File: config.mk
export PLATFORM = sky130hd
export DESIGN_NAME = branch_predictor_flat
export DESIGN_NICKNAME = d
export VERILOG_FILES = /design/src/rtl/branch_predictor_pkg.sv /design/src/rtl/branch_predictor_if.sv /design/src/rtl/branch_predictor_sat_counter.sv /design/src/rtl/branch_predictor.sv /design/src/flat_wrapper.sv
export SDC_FILE = /design/constraint.sdc
export NUM_CORES = 1
export LEC_CHECK = 0
export CAP_MARGIN = 20
export CORE_UTILIZATION = 49
export CTS_CLUSTER_SIZE = 12
export DETAILED_ROUTE_END_ITERATION = 12
export GPL_TIMING_DRIVEN = 1
export PLACE_DENSITY = 0.77
export REMOVE_ABC_BUFFERS = 1
export SETUP_SLACK_MARGIN = 0.15
export SLEW_MARGIN = 20
export SYNTH_ARGS = -nofsm -noshare
export SYNTH_HDL_FRONTEND = slang
export SYNTH_SLANG_ARGS = --single-unit
File: constraint.sdc
create_clock -name clk -period 4.02 [get_ports clk]
set_input_delay 0.804 -clock clk [delete_from_list [all_inputs] [get_ports clk]]
set_output_delay 0.804 -clock clk [all_outputs]
set_load 0.05 [all_outputs]
File: src/rtl/branch_predictor_pkg.sv
// Shared opcode constants and predictor table helpers.
package branch_predictor_pkg;

    typedef enum logic [6:0] {
        OPC_LUI    = 7'b0110111,
        OPC_AUIPC  = 7'b0010111,
        OPC_JAL    = 7'b1101111,
        OPC_JALR   = 7'b1100111,
        OPC_BRANCH = 7'b1100011,
        OPC_LOAD   = 7'b0000011,
        OPC_STORE  = 7'b0100011,
        OPC_ARI_I  = 7'b0010011,
        OPC_ARI_R  = 7'b0110011
    } opcode_e;

    // Instructions are word aligned, so the two low PC bits carry no index information.
    localparam int BP_IDX_LSB = 2;

    // Weakly-not-taken: MSB clear, every lower bit set.
    function automatic int bp_ctr_reset(input int ctr_bits);
        return (1 << (ctr_bits - 1)) - 1;
    endfunction

endpackage

File: src/rtl/branch_predictor_if.sv
// FD lookup, X-stage update and statistics signals of the branch predictor.
interface branch_predictor_if #(
    parameter int STAT_BITS = 32
);
    logic [31:0]          pc_fd;
    logic [31:0]          inst_fd;
    logic                 jump;
    logic                 upd_valid;
    logic [31:0]          upd_pc;
    logic                 upd_taken;
    logic                 upd_predict;
    logic [STAT_BITS-1:0] branch_cnt;
    logic [STAT_BITS-1:0] mispredict_cnt;

    modport master (
        output pc_fd, inst_fd, upd_valid, upd_pc, upd_taken, upd_predict,
        input  jump, branch_cnt, mispredict_cnt
    );

    modport slave (
        input  pc_fd, inst_fd, upd_valid, upd_pc, upd_taken, upd_predict,
        output jump, branch_cnt, mispredict_cnt
    );
endinterface

File: src/rtl/branch_predictor_sat_counter.sv
// Combinational next value of a saturating up/down counter.
module sat_counter #(
    parameter int CTR_BITS = 2
) (
    input  logic [CTR_BITS-1:0] ctr_i,
    input  logic                taken_i,
    output logic [CTR_BITS-1:0] ctr_o
);
    always_comb begin
        ctr_o = ctr_i;
        if (taken_i) begin
            if (ctr_i != '1) ctr_o = ctr_i + CTR_BITS'(1);
        end else begin
            if (ctr_i != '0) ctr_o = ctr_i - CTR_BITS'(1);
        end
    end
endmodule

File: src/rtl/branch_predictor.sv
// Dynamic branch predictor: untagged direct-mapped table of saturating counters plus statistics.
// Defining BRANCH_PRED_BYPASS_EN forwards a same-index update into the lookup in the same cycle.
module branch_predictor
    import branch_predictor_pkg::*;
#(
    parameter int IDX_BITS  = 6,
    parameter int CTR_BITS  = 2,
    parameter int STAT_BITS = 32
) (
    input  logic              clk,
    input  logic              rst,
    branch_predictor_if.slave bp
);
    localparam int                  NUM_ENT = 1 << IDX_BITS;
    localparam logic [CTR_BITS-1:0] CTR_RST = CTR_BITS'(bp_ctr_reset(CTR_BITS));

    logic [IDX_BITS-1:0]  idx_fd;
    logic [IDX_BITS-1:0]  idx_upd;
    logic [CTR_BITS-1:0]  ctr_q [NUM_ENT];
    logic [CTR_BITS-1:0]  ctr_fd;
    logic [CTR_BITS-1:0]  ctr_upd;
    logic [CTR_BITS-1:0]  ctr_upd_d;
    logic [CTR_BITS-1:0]  ctr_lookup;
    logic                 is_branch_fd;
    logic [STAT_BITS-1:0] branch_cnt_q;
    logic [STAT_BITS-1:0] branch_cnt_d;
    logic [STAT_BITS-1:0] mispredict_cnt_q;
    logic [STAT_BITS-1:0] mispredict_cnt_d;
    logic                 unused_bits;

    assign idx_fd  = bp.pc_fd[IDX_BITS+BP_IDX_LSB-1:BP_IDX_LSB];
    assign idx_upd = bp.upd_pc[IDX_BITS+BP_IDX_LSB-1:BP_IDX_LSB];
    assign ctr_fd  = ctr_q[idx_fd];
    assign ctr_upd = ctr_q[idx_upd];

    assign unused_bits = ^{bp.pc_fd[31:IDX_BITS+BP_IDX_LSB], bp.pc_fd[BP_IDX_LSB-1:0],
                           bp.upd_pc[31:IDX_BITS+BP_IDX_LSB], bp.upd_pc[BP_IDX_LSB-1:0],
                           bp.inst_fd[31:7]};

    sat_counter #(.CTR_BITS(CTR_BITS)) u_sat_upd (
        .ctr_i   (ctr_upd),
        .taken_i (bp.upd_taken),
        .ctr_o   (ctr_upd_d)
    );

`ifdef BRANCH_PRED_BYPASS_EN
    logic [CTR_BITS-1:0] ctr_byp;

    sat_counter #(.CTR_BITS(CTR_BITS)) u_sat_byp (
        .ctr_i   (ctr_fd),
        .taken_i (bp.upd_taken),
        .ctr_o   (ctr_byp)
    );

    assign ctr_lookup = (bp.upd_valid && (idx_upd == idx_fd)) ? ctr_byp : ctr_fd;
`else
    // Without the bypass a same-index update is seen by the lookup one cycle later.
    assign ctr_lookup = ctr_fd;
`endif

    // JAL/JALR are resolved elsewhere; only conditional branches are predicted.
    assign is_branch_fd = (bp.inst_fd[6:0] == OPC_BRANCH);
    assign bp.jump      = is_branch_fd & ctr_lookup[CTR_BITS-1];

    always_comb begin
        branch_cnt_d     = branch_cnt_q;
        mispredict_cnt_d = mispredict_cnt_q;
        if (bp.upd_valid) begin
            branch_cnt_d = branch_cnt_q + STAT_BITS'(1);
            if (bp.upd_taken != bp.upd_predict) begin
                mispredict_cnt_d = mispredict_cnt_q + STAT_BITS'(1);
            end
        end
    end

    // Reset wins over a coincident update, so that update is lost.
    always_ff @(posedge clk) begin
        if (!rst) begin
            for (int i = 0; i < NUM_ENT; i++) begin
                ctr_q[i] <= CTR_RST;
            end
        end else if (bp.upd_valid) begin
            ctr_q[idx_upd] <= ctr_upd_d;
        end
    end

    always_ff @(posedge clk) begin
        if (!rst) begin
            branch_cnt_q     <= '0;
            mispredict_cnt_q <= '0;
        end else begin
            branch_cnt_q     <= branch_cnt_d;
            mispredict_cnt_q <= mispredict_cnt_d;
        end
    end

    assign bp.branch_cnt     = branch_cnt_q;
    assign bp.mispredict_cnt = mispredict_cnt_q;

endmodule

File: src/flat_wrapper.sv
// flat-port wrapper written by rule: the top's interface ports become plain ports
module branch_predictor_flat import branch_predictor_pkg::*;
#(
    parameter int IDX_BITS  = 6,
    parameter int CTR_BITS  = 2,
    parameter int STAT_BITS = 32
)
  (clk, rst, bp_pc_fd, bp_inst_fd, bp_upd_valid, bp_upd_pc, bp_upd_taken, bp_upd_predict, bp_jump, bp_branch_cnt, bp_mispredict_cnt);
  branch_predictor_if #(.STAT_BITS(STAT_BITS)) bp_i ();
  input  logic clk;
  input  logic rst;
  input wire logic [$bits(bp_i.pc_fd)-1:0] bp_pc_fd;
  input wire logic [$bits(bp_i.inst_fd)-1:0] bp_inst_fd;
  input wire logic [$bits(bp_i.upd_valid)-1:0] bp_upd_valid;
  input wire logic [$bits(bp_i.upd_pc)-1:0] bp_upd_pc;
  input wire logic [$bits(bp_i.upd_taken)-1:0] bp_upd_taken;
  input wire logic [$bits(bp_i.upd_predict)-1:0] bp_upd_predict;
  output wire logic [$bits(bp_i.jump)-1:0] bp_jump;
  output wire logic [$bits(bp_i.branch_cnt)-1:0] bp_branch_cnt;
  output wire logic [$bits(bp_i.mispredict_cnt)-1:0] bp_mispredict_cnt;
  assign bp_i.pc_fd = bp_pc_fd;
  assign bp_i.inst_fd = bp_inst_fd;
  assign bp_i.upd_valid = bp_upd_valid;
  assign bp_i.upd_pc = bp_upd_pc;
  assign bp_i.upd_taken = bp_upd_taken;
  assign bp_i.upd_predict = bp_upd_predict;
  assign bp_jump = bp_i.jump;
  assign bp_branch_cnt = bp_i.branch_cnt;
  assign bp_mispredict_cnt = bp_i.mispredict_cnt;
  branch_predictor #(.IDX_BITS(IDX_BITS), .CTR_BITS(CTR_BITS), .STAT_BITS(STAT_BITS)) u_core (.clk(clk), .rst(rst), .bp(bp_i));
endmodule
* Yosys cells after proc, flatten, opt, wreduce, memory -nomap -nowiden
Memory sizes are Yosys's and may differ from the RTL's.
Index checks and enable logic that the tools add are counted.
Widths: inputs -> output; s select.
** Word-level totals
- Bits of input ports :: 101
- Memory bits (writable) :: 128
- Output and inout port bits :: 65
- Memories kept :: 1
- Register bits :: 64
** Memories
- u_core.ctr_q :: depth 64, width 2, read ports 2, clocked after memory_dff 0, write ports 64, line branch_predictor.sv:19 : logic [CTR_BITS-1:0] ctr_q [NUM_ENT];
** Operators by class
- Equal/unequal tests :: 3
- Reduce and logical (&&, ||, !) cells :: 3
- Add/subtract/negate cells :: 4
- Bitwise logic cells :: 1
- Multiplexer cells :: 10
** Operator list (count)
- $add 32x1->32 const B :: 2
- $mux 2 :: 4
- $eq 7x7->1 const B :: 1
- $mux 6 :: 1
- $mux 1 :: 5
- $add 2x1->2 const B :: 1
- $ne 2x2->1 const B :: 1
- $reduce_and 2->1 :: 1
- $reduce_bool 2->1 :: 1
- $reduce_or 2->1 :: 1
- $sub 2x1->2 const B :: 1
- $and 1x1->1 :: 1
- $ne 1x1->1 :: 1

* Depth between registers and ports, before layout
Gate-level depths: netlist of run 1.
- Depth after elaboration :: 5
- Gate-level depth with buffers :: 13
- Depth with buffers taken out :: 8

* Hierarchy
From an unflattened synthesis of run 1, not the netlist that was laid out.
** Second synthesis, totals
- Cells, all modules :: 902
- Area total of the unflattened synthesis :: 9651.8 µm²
** By module, submodules not included
- branch_predictor :: area each 9625.5 µm², cells each 899, instances 1
- sat_counter :: area each 26.3 µm², cells each 3, instances 1

* Worst setup path after synthesis of run 1
OpenSTA, ideal clock, no wires.
- Path kind :: input port to output port
- Start :: input port bp_pc_fd[2]
- End :: output port bp_jump
- Slack :: -80 ps
- Required time :: 3216 ps
- Arrival :: 3296 ps
- Stages on the path :: 6
- Buffers on the path :: 2
- Path through :: clkbuf_1 -> buf_2 -> mux4_2 -> mux4_2 -> mux4_2 -> and4_1
** On the way
- Longest elaborated chain between the ends :: 2
** RTL lines
- start, declared :: line flat_wrapper.sv:12 : input wire logic [$bits(bp_i.pc_fd)-1:0] bp_pc_fd;
- $mem_v2 64x2
- $and 1x1->1 :: line branch_predictor.sv:63 : assign bp.jump = is_branch_fd & ctr_lookup[CTR_BITS-1];
- end, declared :: line flat_wrapper.sv:18 : output wire logic [$bits(bp_i.jump)-1:0] bp_jump;
Every way passes these cells.

* Final worst setup path of run 1
- Start :: input port bp_pc_fd[3]
- End :: output port bp_jump
Same word-level chain as after synthesis.

==> flow_metrics.py, run 1 <==
metrics = {
    "layout": {
        "syn2layout_area_growth_pct": 18.8,
        "drive_gt1_share_pct": 12.7,
        "finalNonFillerCells": 1289,
        "nNetsFinal": 1114,
        "n_antenna_cell": 0,
        "fin_area_sq_um": 11800,
    },
    "critical_path": {
        "worstPathMaxFanout": 8,
        "crit_family": "multiplexers",
        "path_buf_inv": 3,
        "arrival_ns": 3.00,
        "criticalPathCategory": "in2out",
        "cpPeakStageDelay_ns": 0.49,
        "cp_slowest_cell": "mux4_2",
        "worst-endpoint-required_ns": 3.22,
        "crit_top_cell": "mux4_2",
        "end_kind": "output pin",
        "startpoint_type": "primary input",
        "path_cells": "clkdlybuf4s15_1 > bufbuf_16 > mux4_2 > mux4_2 > mux4_2 > and4_1 > buf_6",
    },
    "job": {
        "cap_violations": 0,
    },
    "min_path": {
        "holdCritPathClass": "reg2reg",
    },
    "floorplan": {
        "die_area_sq_um": 20800,
        "core_area_sq_um": 19700,
        "rows": 51,
        "die_w_microns": 144,
        "die_h_microns": 144,
        "ios": 166,
        "initial_core_util_pct": 50.4,
    },
    "sta": {
        "setup_violations": 0,
        "finalMaxSlewViolations": 0,
        "fin_crit_sh_pct": 94.6,
        "finalHoldViolations": 0,
        "grt_setup_unrepaired": "false",
        "fin_ws_ns": 0.215,
        "layout_min_cycle_time_ns": 3.80,
        "relSlewSlack_pct": 46.5,
        "fin_tns_setup_ns": 0,
        "final.setup_skew_ns": 0.00972,
        "fmax_mhz": 263,
        "worst_pin_slew_ns": 0.800,
    },
    "place": {
        "port_buffers": 88,
        "place.gp.congestion": 0.963,
        "pre_cts_slack_ns": -0.198,
        "post-place-cells": 1255,
        "hpwl_mm": 17.3,
        "place_area_sq_um": 11200,
    },
    "grt": {
        "antenna_found_initial": 0,
        "grt_pass1_vias": 7602,
        "grt_pass1_wl_mm": 40.6,
        "grt_use_total_pct": 26.0,
        "overflow": 0,
        "grt_max_degree": 61,
    },
    "route": {
        "drtPass1Iterations": 8,
        "first_iter_violations": 922,
        "viasPerCell": 6.12,
        "routedWlPerCell_microns": 20.2,
        "antenna_left": 0,
        "drc_errors": 0,
        "finalWirelength_mm": 26.0,
        "vias": 7895,
    },
    "logic_synthesis": {
        "synth_area_sq_um": 9900,
        "syn-instance-count": 930,
        "synth_top_family_by_area": "simple AND/OR/NAND/NOR gates",
        "async_flop_share_pct": 0,
        "synthTopCellsByCount": "edfxtp_1 (128), nand2_1 (95), nand3_1 (84)",
        "synth_area_leaders": "edfxtp_1 (39%), dfxtp_1 (13%), mux4_2 (6.6%)",
        "yosys.area.top_type_share_pct": 38.8,
        "synth-edff-count": 128,
        "synthSimpleGateAreaFrac_pct": 21.5,
        "synth_most_common_cell": "edfxtp_1",
        "synth-xor-area-share_pct": 4.69,
        "synth_cell_types": 52,
        "yosysSeqAreaShare_pct": 51.8,
        "synthAdderAreaFrac_pct": 0.468,
        "muxShareOfSynthArea_pct": 10.8,
        "synth_compound_area_share_pct": 6.76,
        "synth_flop_cell": "edfxtp_1",
        "ys_ff_latch": 192,
        "yosysTopAreaCell": "edfxtp_1",
        "avgSynthCellArea_sq_um": 10.6,
        "ys_warn_count": 0,
    },
    "clock_tree": {
        "clk_pin_slew_worst_paths_ns": 0.07,
        "clock_latency_ns": 0.44,
        "cts-root-buf": "clkbuf_16",
        "cts_hold_buf": 0,
        "post-cts-setup-buffers": 0,
        "cts.sinks": 192,
        "htreeDepth": 4,
        "cts_buffers": 17,
        "cts_buffer_depth": 2,
        "cts_tree": "yes",
    },
    "power": {
        "leakagePower_nw": 3.86,
        "p_total_mw": 4.17,
        "power_density_nw_per_um2": 355,
        "vdd.ir_drop.worst_mv": 0.323,
    },
    "outcome": {
        "status": "finished clean",
    },
}
## sequential cells by signal (all words and copies together), names as in the netlist
| signal | cells |
|---|---|
| u_core.bp.branch_cnt | 32 |
| u_core.bp.mispredict_cnt | 32 |
| u_core.ctr_q | 128 |
## routing by layer
metal | vias to the layer above | track usage (%) | routed length (microns)
met1 | 3781 | 34.6 | 10200
li1 | 3539 | - | -
met2 | 486 | 40.7 | 11900
met3 | 89 | 5.79 | 2940
met4 | 0 | 11.7 | 870
met5 | - | 0 | 0
## power breakdown
part | leakage [nW] | switching (mW) | total [mW] | internal, mW
combinational | 1.95 | 0.294 | 0.483 | 0.189
sequential | 1.66 | 0.0243 | 2.16 | 2.14
clock | 0.252 | 0.730 | 1.53 | 0.801
## cell families after synthesis
logic type	after synthesis
adder cells (fa/ha/maj)	4
XOR/XNOR	53
buffers and inverters	81
multiplexers	69
AND/OR/NAND/NOR	422
AO/OA/AOI/OAI	109
flip-flops	192
## layout make-up
class                   count  area (sq um)
clock buffers              21           450
clock inverters            11          68.8
fillers                  1678          7890
inverters                   8          30.0
multi-input cells         657          4380
flip-flops and latches    192          5120
well taps                 265           332
repair buffers            135          1380
## final timing paths
path	from	to	slack (ns)	depth (start not counted)
setup / recovery	bp_pc_fd[3]	bp_jump	0.22	7
hold / removal	u_core.bp.mispredict_cnt[1]$_SDFFE_PN0P_	u_core.bp.mispredict_cnt[1]$_SDFFE_PN0P_	0.50	2
setup reg to reg	u_core.ctr_q[37][1]$_SDFFCE_PN0P_	u_core.ctr_q[60][0]$_SDFFCE_PN1P_	1.31	8
hold reg to reg	u_core.bp.mispredict_cnt[1]$_SDFFE_PN0P_	u_core.bp.mispredict_cnt[1]$_SDFFE_PN0P_	0.50	2
## worst register-to-register path, delay by kind of cell (launching register included)
kind                       cells  cell delay, ns
AOI/OAI and AO/OA              3            0.55
and+or+nand+nor                2            0.55
DFF                            1            0.45
adders and majority gates      1            0.37
muxes                          1            0.29
buffers and inverters          1            0.21
## layout by cell type (no fill, tap or decap), types with 4 or more instances in the layout
master,count
clkbuf_16,17
nand2_1,95
a21boi_0,11
or3_1,11
inv_1,8
nand3_1,84
edfxtp_1,128
clkdlybuf4s50_1,82
mux2_2,12
nor2_1,59
buf_4,37
nor2b_1,16
and2_1,48
xnor2_1,38
clkinv_2,4
buf_12,9
nor3_1,50
nand3b_1,6
o22ai_1,4
and3_1,17
and4_1,7
a21oi_1,10
xor2_1,15
a22oi_1,8
nand2b_1,5
mux4_2,29
o21ai_0,58
dfxtp_1,64
nand4_1,11
mux2i_1,27
## metrics by stage
step / hold WS (ns) / util, %
finish: 0.502 / 59.9
global route: 0.544 / 59.9
CTS: 0.504 / 59.8
detailed placement: 0.492 / 56.9
global placement: 0.489 / 56.9
floorplan: 0.693 / -
## what timing repair did
action / 4_1_cts / 5_1_grt
resized for setup: 7 / 3
endpoints found under the setup margin: 1 / 1
endpoints found under the hold margin: 0 / 0
gates cloned: 2 / 0
No activity file was read; power rests on OpenSTA's default activity.
==> run 2: changes to the inputs <==
--- a/config.mk
+++ b/config.mk
@@ -10,10 +10,10 @@
 export CTS_CLUSTER_SIZE = 12
 export DETAILED_ROUTE_END_ITERATION = 12
 export GPL_TIMING_DRIVEN = 1
+export MAX_ROUTING_LAYER = met4
 export PLACE_DENSITY = 0.77
 export REMOVE_ABC_BUFFERS = 1
 export SETUP_SLACK_MARGIN = 0.15
-export SLEW_MARGIN = 20
 export SYNTH_ARGS = -nofsm -noshare
 export SYNTH_HDL_FRONTEND = slang
 export SYNTH_SLANG_ARGS = --single-unit
==> run 2 against run 1 <==
Against the previous run:
- cell area rose by 0.45%
- via count fell by 1.6%
- die area did not move
- clock power increased by 9%
==> flow_metrics.py, run 2 (same netlist as run 1, synthesis figures left out) <==
metrics = {
    "sta": {
        "setup_violations": 0,
        "finalHoldViolations": 0,
        "grt_setup_unrepaired": "false",
        "relSlewSlack_pct": 32.6,
        "final.setup_skew_ns": 0.00964,
        "fin_crit_sh_pct": 95.1,
        "finalMaxSlewViolations": 0,
        "fmax_mhz": 262,
        "worst_pin_slew_ns": 1.01,
        "fin_hold_ws_ns": 0.510,
        "layout_min_cycle_time_ns": 3.82,
    },
    "layout": {
        "syn2layout_area_growth_pct": 19.3,
        "finalNonFillerCells": 1291,
        "fillers": 1636,
        "nNetsFinal": 1116,
        "largest_register_ffs": 128,
        "regMostFlops": "u_core.ctr_q",
        "drive_gt1_share_pct": 13.3,
        "final_cell_mix": "edfxtp_1 (128), nand2_1 (95), nand3_1 (84)",
        "multi_input_area_sq_um": 4380,
        "seqCellArea_sq_um": 5120,
        "layout_commonest_cell": "edfxtp_1",
        "n_antenna_cell": 0,
    },
    "power": {
        "vdd.ir_drop.worst_mv": 0.322,
        "leakagePower_nw": 3.91,
        "power_density_nw_per_um2": 364,
    },
    "clock_tree": {
        "cts_buffers": 17,
        "cts-root-buf": "clkbuf_16",
        "clk_pin_slew_worst_paths_ns": 0.07,
        "post-cts-setup-buffers": 0,
        "cts.sinks": 192,
        "clock_latency_ns": 0.43,
        "cts_tree": "yes",
        "cts_buffer_depth": 2,
        "htreeDepth": 4,
        "cts_hold_buf": 0,
    },
    "critical_path": {
        "end_kind": "output pin",
        "cp_slowest_cell": "mux4_2",
        "path_cells": "buf_2 > buf_12 > mux4_2 > mux4_2 > mux4_2 > and4_1 > buf_4",
        "regToRegSetupSlack_ns": 1.19,
        "worstPathMaxFanout": 8,
        "criticalPathCategory": "in2out",
        "crit_top_cell": "mux4_2",
        "startpoint_type": "primary input",
        "cpPeakStageDelay_ns": 0.53,
        "arrival_ns": 3.02,
        "worst-endpoint-required_ns": 3.22,
    },
    "floorplan": {
        "die_area_sq_um": 20800,
        "rows": 51,
        "ios": 166,
        "die_h_microns": 144,
        "initial_core_util_pct": 50.4,
        "core_area_sq_um": 19700,
        "die_w_microns": 144,
    },
    "place": {
        "hpwl_mm": 17.1,
        "place.gp.congestion": 0.948,
        "port_buffers": 88,
        "post-place-cells": 1257,
    },
    "grt": {
        "overflow": 0,
        "use_met2_pct": 40.1,
        "gr-usage-met1_pct": 33.8,
        "grt_pass1_wl_mm": 40.2,
        "grt_pass1_vias": 7503,
        "met3_usage_pct": 8.18,
        "busiest_layer": "met2",
        "grt_use_total_pct": 26.6,
        "antenna_found_initial": 0,
        "grt_max_degree": 119,
    },
    "route": {
        "drtPass1Iterations": 5,
        "drc_errors": 0,
        "finalWirelength_mm": 25.6,
        "antenna_left": 0,
        "first_iter_violations": 905,
        "routedWlPerCell_microns": 19.8,
        "vias": 7771,
        "viasPerCell": 6.02,
    },
    "min_path": {
        "holdCritPathClass": "reg2reg",
    },
    "job": {
        "cap_violations": 0,
    },
    "outcome": {
        "status": "finished clean",
    },
}
==> run 2: changes by cell type in the layout (fill, tap and decap cells not counted), sizes merged <==
cell	change
clkbuf	+1
clkinv	-4
clkdlybuf4s15	-1
buf	+3
inv	+4
clkinvlp	-1
==> run 2: where the power goes <==
part	total, mW	switching [mW]	internal, mW
logic	0.474	0.290	0.183
clock network	1.67	0.762	0.906
registers	2.16	0.0237	2.13
total	4.30	1.08	3.22
==> run 2: final timing paths <==
check / cells past startpoint / from / end
worst max-delay path: 7 / bp_pc_fd[2] / bp_jump
worst min-delay path: 2 / u_core.bp.mispredict_cnt[1]$_SDFFE_PN0P_ / u_core.bp.mispredict_cnt[1]$_SDFFE_PN0P_
worst max register to register: 8 / u_core.ctr_q[17][1]$_SDFFCE_PN0P_ / u_core.ctr_q[12][0]$_SDFFCE_PN1P_
worst min register to register: 2 / u_core.bp.mispredict_cnt[1]$_SDFFE_PN0P_ / u_core.bp.mispredict_cnt[1]$_SDFFE_PN0P_
==> run 2: through the flow <==
step	total power, mW	worst slack [ns]	area, sq um	setup TNS, ns	utilization [%]
floorplan	2.42	0.472	9530	0	-
global placement	2.65	-0.181	11200	-0.181	56.9
detailed placement	2.66	-0.204	11200	-0.204	56.9
CTS	4.31	0.157	11800	0	60.1
global route	4.42	0.155	11800	0	60.1
finish	4.30	0.198	11800	0	60.1
==> run 2: cell type report <==
cell class                      instances  area share (%)
Clock inverter                         10           0.625
Clock buffer                           22            4.29
Multi-Input combinational cell        657            37.1
Tap cell                              265            2.81
Inverter                                8           0.254
Timing Repair Buffer                  137            11.6
Sequential cell                       192            43.4
==> run 2: per-layer routing <==
metal	vias up	part of all wire, %
li1	3545	-
met1	3728	40
met2	436	46
met3	62	11
met4	0	2.8
met5	-	0
==> run 2: critical path, delay by kind of cell <==
kind	cells	cell delay [ns]
and+or+nand+nor	1	0.18
buffers and inverters	3	0.51
muxes	3	1.51
==> run 2: repair_timing <==
item / CTS / global route
cloned: 2 / 0
endpoints found under the hold margin: 0 / 0
gates resized for setup: 7 / 2
pin swaps: 0 / 0
setup endpoints to repair: 1 / 1
